File: src/rtl/sram_multibank_ctrl.sv
// Asynchronous-SRAM controller for BANKS independent chips behind one valid/ready request port.
// Every pin output is registered; the pin values for the next cycle are derived from the next state.
module sram_multibank_ctrl #(
  parameter int DATA_W  = 32,
  parameter int ADDR_W  = 20,
  parameter int BANKS   = 2,
  parameter int RD_WAIT = 1,
  parameter int WR_WAIT = 1,
  localparam int BANK_W = (BANKS > 1) ? $clog2(BANKS) : 1,
  localparam int BE_W   = DATA_W / 8
) (
  input  logic                      clk,
  input  logic                      rst_n,
  input  logic                      req_valid,
  output logic                      req_ready,
  input  logic                      req_we,
  input  logic [BANK_W-1:0]         req_bank,
  input  logic [ADDR_W-1:0]         req_addr,
  input  logic [BE_W-1:0]           req_be,
  input  logic [DATA_W-1:0]         req_wdata,
  output logic                      rsp_valid,
  output logic                      rsp_err,
  output logic [DATA_W-1:0]         rsp_rdata,
  output logic [BANKS*ADDR_W-1:0]   ram_addr,
  output logic [BANKS*BE_W-1:0]     ram_be_n,
  output logic [BANKS-1:0]          ram_ce_n,
  output logic [BANKS-1:0]          ram_oe_n,
  output logic [BANKS-1:0]          ram_we_n,
  output logic [DATA_W-1:0]         ram_data_o,
  output logic [BANKS-1:0]          ram_data_t,
  input  logic [BANKS*DATA_W-1:0]   ram_data_i
);

  typedef enum logic [2:0] {
    IDLE,
    RD,
    WR_SETUP,
    WR_PULSE,
    WR_HOLD,
    ERR
  } state_t;

  localparam int CNT_W = 16;
  localparam logic [BANK_W:0]  NBANKS  = (BANK_W+1)'(BANKS);
  localparam logic [CNT_W-1:0] RD_LAST = CNT_W'(RD_WAIT);
  localparam logic [CNT_W-1:0] WR_LAST = CNT_W'(WR_WAIT - 1);

  state_t              state, state_next;
  logic [CNT_W-1:0]    cnt, cnt_next;
  logic [BANK_W-1:0]   bank, bank_next;
  logic [BE_W-1:0]     be, be_next;
  logic                accept;

  logic [BANKS*ADDR_W-1:0] addr_d;
  logic [BANKS*BE_W-1:0]   be_n_d;
  logic [BANKS-1:0]        ce_n_d, oe_n_d, we_n_d, data_t_d;
  logic [DATA_W-1:0]       data_o_d, rdata_d;
  logic                    rsp_valid_d, rsp_err_d;

  assign req_ready = (state == IDLE) && rst_n;
  assign accept    = req_valid && (state == IDLE);

  always_comb begin
    state_next = state;
    cnt_next   = cnt;
    bank_next  = bank;
    be_next    = be;
    case (state)
      IDLE: begin
        if (accept) begin
          bank_next = req_bank;
          // Reads enable every byte lane, so the read path reuses the same be_n logic.
          be_next   = req_we ? req_be : '1;
          cnt_next  = '0;
          if ({1'b0, req_bank} >= NBANKS) state_next = ERR;
          else if (req_we)                state_next = WR_SETUP;
          else                            state_next = RD;
        end
      end
      RD: begin
        if (cnt == RD_LAST) state_next = IDLE;
        else                cnt_next   = cnt + 1'b1;
      end
      WR_SETUP: begin
        state_next = WR_PULSE;
        cnt_next   = '0;
      end
      WR_PULSE: begin
        if (cnt == WR_LAST) state_next = WR_HOLD;
        else                cnt_next   = cnt + 1'b1;
      end
      WR_HOLD:  state_next = IDLE;
      ERR:      state_next = IDLE;
      default:  state_next = IDLE;
    endcase
  end

  always_comb begin
    addr_d      = ram_addr;
    data_o_d    = ram_data_o;
    rdata_d     = rsp_rdata;
    ce_n_d      = '1;
    oe_n_d      = '1;
    we_n_d      = '1;
    be_n_d      = '1;
    data_t_d    = '0;
    rsp_valid_d = (state != IDLE) && (state_next == IDLE);
    rsp_err_d   = (state == ERR);

    if (accept && state_next != ERR) begin
      addr_d = '0;
      for (int b = 0; b < BANKS; b++) begin
        if (b == int'(bank_next)) addr_d[b*ADDR_W +: ADDR_W] = req_addr;
      end
    end
    if (accept && state_next == WR_SETUP) data_o_d = req_wdata;

    // Only the selected bank ever sees an active strobe; the others stay fully idle.
    for (int b = 0; b < BANKS; b++) begin
      if (b == int'(bank_next)) begin
        case (state_next)
          RD: begin
            ce_n_d[b]              = 1'b0;
            oe_n_d[b]              = 1'b0;
            be_n_d[b*BE_W +: BE_W] = ~be_next;
          end
          WR_SETUP, WR_HOLD: begin
            ce_n_d[b]              = 1'b0;
            be_n_d[b*BE_W +: BE_W] = ~be_next;
            data_t_d[b]            = 1'b1;
          end
          WR_PULSE: begin
            ce_n_d[b]              = 1'b0;
            we_n_d[b]              = 1'b0;
            be_n_d[b*BE_W +: BE_W] = ~be_next;
            data_t_d[b]            = 1'b1;
          end
          default: ;
        endcase
      end
    end

    if (state == RD && state_next == IDLE) rdata_d = ram_data_i[int'(bank)*DATA_W +: DATA_W];
  end

  always_ff @(posedge clk or negedge rst_n) begin
    if (!rst_n) begin
      state      <= IDLE;
      cnt        <= '0;
      bank       <= '0;
      be         <= '0;
      ram_addr   <= '0;
      ram_data_o <= '0;
      ram_ce_n   <= '1;
      ram_oe_n   <= '1;
      ram_we_n   <= '1;
      ram_be_n   <= '1;
      ram_data_t <= '0;
      rsp_valid  <= 1'b0;
      rsp_err    <= 1'b0;
      rsp_rdata  <= '0;
    end else begin
      state      <= state_next;
      cnt        <= cnt_next;
      bank       <= bank_next;
      be         <= be_next;
      ram_addr   <= addr_d;
      ram_data_o <= data_o_d;
      ram_ce_n   <= ce_n_d;
      ram_oe_n   <= oe_n_d;
      ram_we_n   <= we_n_d;
      ram_be_n   <= be_n_d;
      ram_data_t <= data_t_d;
      rsp_valid  <= rsp_valid_d;
      rsp_err    <= rsp_err_d;
      rsp_rdata  <= rdata_d;
    end
  end

endmodule

File: config.mk
export PLATFORM = sky130hd
export DESIGN_NAME = sram_multibank_ctrl
export DESIGN_NICKNAME = d
export VERILOG_FILES = /design/src/rtl/sram_multibank_ctrl.sv
export SDC_FILE = /design/constraint.sdc
export NUM_CORES = 1
export LEC_CHECK = 0
export CAP_MARGIN = 30
export CORE_AREA = 2 2 129 131
export DETAILED_ROUTE_END_ITERATION = 10
export DIE_AREA = 0 0 131 133
export MAX_ROUTING_LAYER = met4
export PLACE_DENSITY = 0.87
export SETUP_SLACK_MARGIN = 0.3
export SLEW_MARGIN = 30
export SYNTH_ARGS = -nofsm -noshare
export SYNTH_HDL_FRONTEND = slang
export SYNTH_SLANG_ARGS = --single-unit
File: constraint.sdc
create_clock -name clk -period 1.8 [get_ports clk]
set_input_delay 0.36 -clock clk [delete_from_list [all_inputs] [get_ports clk]]
set_output_delay 0.36 -clock clk [all_outputs]
set_load 0.02 [all_outputs]
# After elaboration in Yosys (flattened, before gate mapping)

Cells that the tools add are included.

Bits in registers: 146
Input bits: 125
Output and inout bits: 123
Word-level logic and storage cells: 75

$add $sub $neg: 1
Eq/ne operators: 13
Shifts and indexed selects: 1
Multiplexer cells: 31
Bitwise gates (word level): 1
Reductions and logical operators: 14

Operators by type and width:

| kind                    | count |
|---|---|
| $pmux W16 S4            | 1 |
| $shiftx A64 B7 Y32      | 1 |
| $mux W16                | 3 |
| $mux W20                | 2 |
| $mux W4                 | 6 |
| $add A16 B1 Y16 const B | 1 |
| $eq A16 B1 Y1 const B   | 1 |
| $logic_not A16 Y1       | 1 |
| $mux W1                 | 14 |
| $eq A3 B2 Y1 const B    | 4 |
| $pmux W3 S4             | 1 |
| $mux W3                 | 3 |
| $eq A3 B1 Y1 const B    | 2 |
| $eq A3 B3 Y1 const B    | 2 |
| $logic_and A1 B1 Y1     | 6 |
| $logic_not A3 Y1        | 2 |
| $ne A2 B2 Y1 const B    | 3 |
| $not A4 Y4              | 1 |
| $reduce_and A4 Y1       | 1 |
| $reduce_bool A4 Y1      | 1 |
| $reduce_or A4 Y1        | 1 |
| $ne A3 B3 Y1 const B    | 1 |
| $reduce_bool A3 Y1      | 1 |
| $reduce_or A3 Y1        | 1 |
| $mux W2                 | 1 |

# Longest topological paths before layout

Gate-level depths: netlist (run 1).

Depth after elaboration: 8
Mapped depth: 8
Depth with buffers taken out: 7

# Least setup slack after synthesis (run 1)

OpenSTA, ideal clock, no wires.

Path kind: register to register
From: register cnt[0]
To: register cnt[0]
Setup time: 0.125 ns
Arrival: 1.821 ns
Data required time: 1.675 ns
Setup slack: -0.146 ns
Stages on the path, launching flop included: 8
Buffers on the path: 0
Period minus slack after synthesis: 1.946 ns
Cell sequence: dfrtp_1 -> inv_1 -> ha_1 -> and4bb_2 -> nand4_1 -> a211oi_4 -> nand2_2 -> mux2_2

Cells in the longest elaborated chain, start to end: 3
Elaborated cells between the ends (all ways): 9
Classes of those cells: 1 x add/sub; 3 x eq/ne; 3 x mux; 2 x reduce/logical

RTL lines:

| item                                              | line   | text |
|---|---|---|
| start: declaration                                | 49     | `logic [CNT_W-1:0] cnt, cnt_next;` |
| start signal: assignment                          | 164    | `cnt <= cnt_next;` |
| $add A16 B1 Y16 (tied with other cells)           | 82, 90 |  |
| $mux W16 (tied with other cells)                  | 89     | `if (cnt == WR_LAST) state_next = WR_HOLD;` |
| $pmux W16 S4 or $reduce_and A4 Y1 (tied branches) | n/a    |  |

Parallel ways exist; a longest one is shown, timed or not. The select of a mux whose other input is x is not followed.
A chain may end at the register's enable or synchronous reset.

# Final worst setup path (run 1)

From: register state[0]
To: register cnt[8]

Cells in the longest elaborated chain, start to end: 4
Elaborated cells between the ends (all ways): 11
Classes of those cells: 6 x eq/ne; 1 x mux; 4 x reduce/logical

RTL lines:

| item                               | line   | text |
|---|---|---|
| start: declaration                 | 48     | `state_t state, state_next;` |
| start signal: assignment           | 163    | `state <= state_next;` |
| $logic_not A3 Y1                   | 61, 68 |  |
| $logic_and A1 B1 Y1                | 61     | `assign accept = req_valid && (state == IDLE);` |
| $ne A2 B2 Y1 (no source line)      | n/a    |  |
| $reduce_and A4 Y1 (no source line) | n/a    |  |

Parallel ways exist; a longest one is shown, timed or not.

==> results.txt, run 1 <==
Die W = 131 um
Final hold vios = 0
Setup TNS = -9010 ps
Initial Util = 0.388
RR Startpoint = state[0]
Max_slew headroom = 0.446
Largest net degree at the start of global routing = 147
Worst-Margin Slew = 831 ps
CTS tree = done
Top-level I/O count = 248
Syn_area_per_cell = 10.8 um^2
Clock Sinks = 146
Yosys Warn Count = 0
Critical Path AT = 2330 ps
DRT Pass-1 Iters = 4
Clk pwr share = 0.496
Detailed-route wire length = 22300 um
Top FF cell, synth = dfrtp_1
Gr usage total = 0.239
Failing checks = negative setup slack
Iter 0 DRT Violations = 336
First-pass GRT wire length = 31200 um
Gate count after technology mapping = 583
Final setup vio count = 101
Async SR Flop Fraction = 1.00
CP Max Fanout = 8
Hold/Removal Path Class = in -> async
# port buffers = 247
Critical path capture point type = flop
Post-route ant nets = 0
Area Growth Syn to Fin = 85.0%
H-Tree Level Count = 4
Multi-input gate area = 3300 um^2
Crit Path Class = reg -> reg
P_int = 5.86 mW
Core region area = 16200 um^2
Global route overflow = 0
Seq/Total Area, Yosys = 0.585
Sequential Power Share = 0.442
Clk buf depth = 2
Fin crit period = 2000 ps
EDFF count, synth = 0
Critical path startpoint category = flop
RSZ-0062 raised after global routing = yes
Power share of the combinational group = 0.062
Filler cell count = 1074
Pwr dens = 640 nW/um^2
FMAX = 0.500 GHz
Distinct cell type count after synthesis = 37
Final worst-path cycle share = 1.11
Max Cap Viol = 0
# rows = 47
Vias per inst = 5.15
Leakage = 5.22 nW
Max Slew Vio Count = 0
Hold Buf Count CTS = 0
Outcome = complete, but fails checks
Placed Cells = 1074
Fin cells = 1160
Peak supply drop = 0.569 mV
Hold Slack = 51.2 ps
Clk_lat worst skew = 410 ps
Avg WL per Cell = 19.3 um
Number of global-route vias before repair = 6060
DP Wirelength = 12400 um
Sw Pwr = 1.58 mW
CTS root buf = clkbuf_16
Share of cells above drive strength 1 = 0.428
Initial antenna violation count = 1
Die area = 17400 um^2
Die H = 133 um
Synth Register Bits = 146
Clock-pin slew on the worst setup and hold paths = 60 ps
Total CTS buffers = 17
Register area = 3670 um^2
Clk_skew = 13.3 ps
Synthesized cell area = 6280 um^2
DRC = 0
Mapped Nets = 711
Setup WS post-layout = -199 ps
Pre-CTS setup slack = -625 ps
Layout Nets = 1055
Switching share of power = 0.212
CP required = 2130 ps
Vias = 5976
Final GP Congestion = 0.852
Crit path from = state[0]
[synthesized netlist by cell type (6+ instances only)]
cell      count  area share
nand3_1      26       0.021
a21oi_1      12      0.0096
clkbuf_1     23       0.014
dfstp_2      14       0.059
mux2i_1      47       0.075
nor2_1        9      0.0054
nand4_1       8      0.0080
dfrtp_1     132        0.53
nor3_1        6      0.0048
nand2b_1     32       0.032
inv_1        15      0.0090
nand2_1     129       0.077
mux2_2       33       0.059
o21ai_0      53       0.042
[repair_timing]
item                       4_1_cts  5_1_grt
setup buffers                   23       13
setup endpoints to repair      266      213
resized for setup              368      216
pin swaps                       54       50
cloned                          11        7
[final cells by class]
type	instances	area share
Timing Repair Buffer	356	0.317
Inverter	15	0.00485
Clock inverter	11	0.0130
Sequential cell	146	0.316
Antenna cell	1	0.000216
Clock buffer	20	0.0402
Tap cell	220	0.0237
Multi-Input combinational cell	391	0.285
[worst max-delay path, cell delays in order, from the launching register on]
cell and delay, ps:
dfrtp_1 420, or3b_4 430, a211oi_4 310, a211oi_4 90, buf_12 160, a2111oi_4 300, mux2i_1 210
[power groups by stage]
| stage | registers (mW) | logic, mW | clock network, mW |
|---|---|---|---|
| after floorplan | 3.34 | 0.0482 | 0 |
| after global placement | 3.34 | 0.415 | 0 |
| after detailed placement | 3.34 | 0.423 | 0 |
| after CTS | 3.28 | 0.443 | 3.75 |
| after global routing | 3.28 | 0.498 | 3.91 |
| final | 3.28 | 0.463 | 3.69 |
[stage by stage]
| stage | utilization | power (mW) | cell area (um^2) |
|---|---|---|---|
| floorplan | - | 3.39 | 6320 |
| global placement | 0.582 | 3.76 | 9420 |
| detailed placement | 0.582 | 3.77 | 9420 |
| CTS | 0.678 | 7.48 | 11000 |
| global route | 0.718 | 7.69 | 11600 |
| finish | 0.718 | 7.43 | 11600 |
[sequential cells by signal, summed over array words and instances (netlist names), 2 cells and up]
signal,flops
ram_we_n,2
ram_data_o,32
ram_oe_n,2
ram_ce_n,2
cnt,16
rsp_rdata,32
be,4
ram_data_t,2
state,3
ram_be_n,8
ram_addr,40
[cell families after synthesis]
group / synth area share
fa+ha+maj: 0.00598
compound gates: 0.0726
simple gates: 0.172
mux: 0.134
buf+inv: 0.0301
flops: 0.585
[path summary, 6_finish.rpt]
kind	depth (start not counted)	endpoint	slack (ps)
min in group clk	2	ram_addr[28]	470
max	6	cnt[8]	-200
min	2	ram_data_o[26]	50
max reg2reg	6	cnt[8]	-200
max in group asynchronous	2	ram_addr[32]	1080
min reg2reg	2	ram_addr[28]	470
[layer usage]
layer	share of wire	wire length (um)	track usage	up-vias
met5	0	0	-	-
met4	0.030	669	0.0928	0
met2	0.54	12200	0.406	212
met3	0.050	1120	0.0590	57
met1	0.38	8390	0.268	3016
li1	-	-	-	2691
[placed cells by master, fill, tap and decap left out, types with 4 or more instances in the layout]
| master | n |
|---|---|
| dfrtp_1 | 131 |
| clkdlybuf4s50_1 | 123 |
| nand2_1 | 78 |
| clkdlybuf4s15_1 | 53 |
| mux2i_1 | 46 |
| buf_4 | 46 |
| o21ai_2 | 37 |
| mux2_2 | 32 |
| clkbuf_2 | 32 |
| nand2b_1 | 30 |
| nand2_4 | 29 |
| buf_6 | 29 |
| nand2_2 | 22 |
| clkbuf_16 | 22 |
| nand3_2 | 19 |
| dlygate4sd2_1 | 18 |
| buf_12 | 14 |
| dfstp_2 | 14 |
| inv_1 | 12 |
| o21ai_1 | 12 |
| buf_2 | 12 |
| buf_16 | 11 |
| nand4_1 | 8 |
| a21oi_2 | 6 |
| a21oi_4 | 6 |
| buf_8 | 6 |
| nor3_1 | 5 |
| nand3_1 | 5 |
| clkdlybuf4s15_2 | 5 |
| nor2_4 | 4 |
Power figures use the tool's default switching activity.
==> run 2, diff against run 1 <==
--- a/config.mk
+++ b/config.mk
@@ -9,6 +9,7 @@
 export CORE_AREA = 2 2 129 131
 export DETAILED_ROUTE_END_ITERATION = 10
 export DIE_AREA = 0 0 131 133
+export HOLD_SLACK_MARGIN = 0.03
 export MAX_ROUTING_LAYER = met4
 export PLACE_DENSITY = 0.87
 export SETUP_SLACK_MARGIN = 0.3
==> results of run 2 <==
Same layout as run 1: the final DEF is identical, and so are final timing and power.
==> run 3, diff against run 2 <==
--- a/config.mk
+++ b/config.mk
@@ -6,12 +6,13 @@
 export NUM_CORES = 1
 export LEC_CHECK = 0
 export CAP_MARGIN = 30
-export CORE_AREA = 2 2 129 131
+export CORE_AREA = 2 2 127 129
+export CTS_BUF_LIST = sky130_fd_sc_hd__clkbuf_8
 export DETAILED_ROUTE_END_ITERATION = 10
-export DIE_AREA = 0 0 131 133
+export DIE_AREA = 0 0 129 131
 export HOLD_SLACK_MARGIN = 0.03
 export MAX_ROUTING_LAYER = met4
-export PLACE_DENSITY = 0.87
+export PLACE_DENSITY = 0.89
 export SETUP_SLACK_MARGIN = 0.3
 export SLEW_MARGIN = 30
 export SYNTH_ARGS = -nofsm -noshare
==> run 3 against run 2 <==
  * The flow finishes with violations (negative hold slack, negative setup slack)
  * Global-route usage fell by 2.8 points
  * Sequential power about the same
  * Highest routed layer unchanged
  * Design area fell by 9.9%
  * Register-to-register slack better by 20 ps
==> results.txt, run 3 (synthesis results as in run 1) <==
Most frequent cells in the layout = dfrtp_1, clkdlybuf4s50_1, nand2_1
DP Wirelength = 12000 um (-3.1%)
Largest registers = ram_addr (40), ram_data_o (32), rsp_rdata (32)
Leakage = 4.81 nW (-7.9%)
Final worst-path cycle share = 1.11 (-0.00164)
Setup WS post-layout = -196 ps (+2.95 ps)
Outcome = complete, but fails checks
Die area = 16900 um^2 (-3.0%)
First-pass GRT wire length = 26900 um (-14%)
Core Util, Final = 0.671 (-0.0473)
CTS tree = done
DR WL met3 = 845 um (-25%)
Max Slew Vio Count = 0 (unchanged)
Largest register FFs = 40 (unchanged)
Avg WL per Cell = 16.9 um (-12%)
Largest register by flop count = ram_addr
Critical path startpoint category = input pin
# port buffers = 247 (unchanged)
Final hold vios = 4 (+4)
Post-route ant nets = 0 (unchanged)
Final GP Congestion = 0.880 (+3.2%)
Layout Nets = 1032 (-2.2%)
Top-level I/O count = 248 (unchanged)
Die W = 129 um (-1.5%)
RSZ-0062 raised after global routing = yes
Total CTS buffers = 17 (unchanged)
Clock-pin slew on the worst setup and hold paths = 80 ps (+20 ps)
Crit path from = req_we
Share of cells above drive strength 1 = 0.409 (-0.0192)
Most common cell after layout, fill and taps aside = dfrtp_1
Final setup vio count = 52 (-49%)
Die H = 131 um (-1.5%)
Initial Util = 0.402 (+0.0143)
Critical path capture point type = flop
Total Power = 6.48 mW (-13%)
Placed Cells = 1069 (-0.47%)
Fin cells = 1133 (-2.3%)
DRC = 0 (unchanged)
Global route overflow = 0 (unchanged)
Diodes inserted = 0 (-1)
Clock Sinks = 146 (unchanged)
Core region area = 15600 um^2 (-3.6%)
Clk buf depth = 2 (unchanged)
Vias per inst = 4.94 (-4.2%)
Top Metal Used = met4
CP Max Fanout = 5 (-3)
Clk_lat worst skew = 440 ps (+30 ps)
Hold Buf Count CTS = 0 (unchanged)
DRT Pass-1 Iters = 4 (unchanged)
Reg2Reg Depth = 7 (+1)
Worst reg-to-reg setup slack = -180 ps (+20 ps)
Pwr dens = 620 nW/um^2 (-3.2%)
FMAX = 0.501 GHz (+0.15%)
Max Cap Viol = 0 (unchanged)
Number of global-route vias before repair = 5442 (-10%)
RR Endpoint = cnt[0]
Crit Path Class = in -> reg
Fin crit period = 2000 ps (-2.95 ps)
CP required = 2160 ps (+30 ps)
CTS root buf = clkbuf_8
Critical Path AT = 2360 ps (+30 ps)
Area Growth Syn to Fin = 66.7%
Gr usage total = 0.211 (-0.0281)
Vias = 5592 (-6.4%)
RR Startpoint = cnt[2]
Max_slew headroom = 0.421 (-0.0254)
Setup TNS = -3480 ps (+5530 ps)
Peak supply drop = 0.416 mV (-27%)
Hold/Removal Path Class = in -> async
Failing checks = negative hold slack, negative setup slack
Detailed-route wire length = 19100 um (-14%)
Worst-Margin Slew = 869 ps (+38.0 ps)
Iter 0 DRT Violations = 186 (-45%)
Metal-1 WL = 7740 um (-7.7%)
Met2 WL = 10200 um (-16%)
Hold Slack = -41.1 ps (-92.3 ps)
# rows = 46 (-2.1%)
Clk_skew = 12.9 ps (-0.479 ps)
Largest net degree at the start of global routing = 147 (unchanged)
H-Tree Level Count = 4 (unchanged)
Initial antenna violation count = 0 (-1)
[run 3: cell type report]
cell class	instances	area [um^2]
Clock buffer	20	275
Fill cell	1203	5140
Tap cell	216	270
Timing Repair Buffer	334	3150
Inverter	15	56.3
Multi-Input combinational cell	390	2890
Sequential cell	146	3670
Clock inverter	12	154
[run 3: repair_timing]
item | in CTS | in global routing
setup buffers | 14 | 6
pin swaps | 6 | 47
gates cloned | 1 | 11
gates resized for setup | 415 | 187
setup endpoints to repair | 267 | 225
[run 3: worst max-delay path: stages]
cell             delay, ps
clkdlybuf4s50_1        480
or3b_4                 440
a211oi_4               320
a211oi_4               100
buf_6                  150
a2111oi_4              300
mux2i_1                210
[run 3: worst max path at each step]
| stage | endpoint | slack (ps) | cells after the start |
|---|---|---|---|
| after floorplan | cnt[0] | -110 | 7 |
| after global placement | cnt[8] | -630 | 6 |
| after detailed placement | cnt[8] | -700 | 6 |
| after CTS | cnt[8] | -200 | 9 |
| after global routing | cnt[8] | -270 | 6 |
| final | cnt[8] | -200 | 7 |
[run 3: per-stage QoR]
| step | hold slack (ps) | cell area, um^2 | setup slack [ps] |
|---|---|---|---|
| floorplan | 64.4 | 6320 | -113 |
| CTS | 73.3 | 10200 | -202 |
| global route | 99.1 | 10500 | -267 |
| detailed placement | 455 | 9390 | -704 |
| finish | -41.1 | 10500 | -196 |
| global placement | 449 | 9390 | -629 |
[run 3: routing by layer]
metal | up-vias | global-route usage
met1 | 2748 | 0.250
met3 | 31 | 0.0468
li1 | 2635 | -
met5 | - | -
met4 | 0 | 0.0697
met2 | 178 | 0.358
[run 3: where the power goes]
group	total [mW]	switching [mW]	internal, mW
registers	3.28	0	3.28
logic	0.429	0.158	0.271
clock network	2.77	1.29	1.48
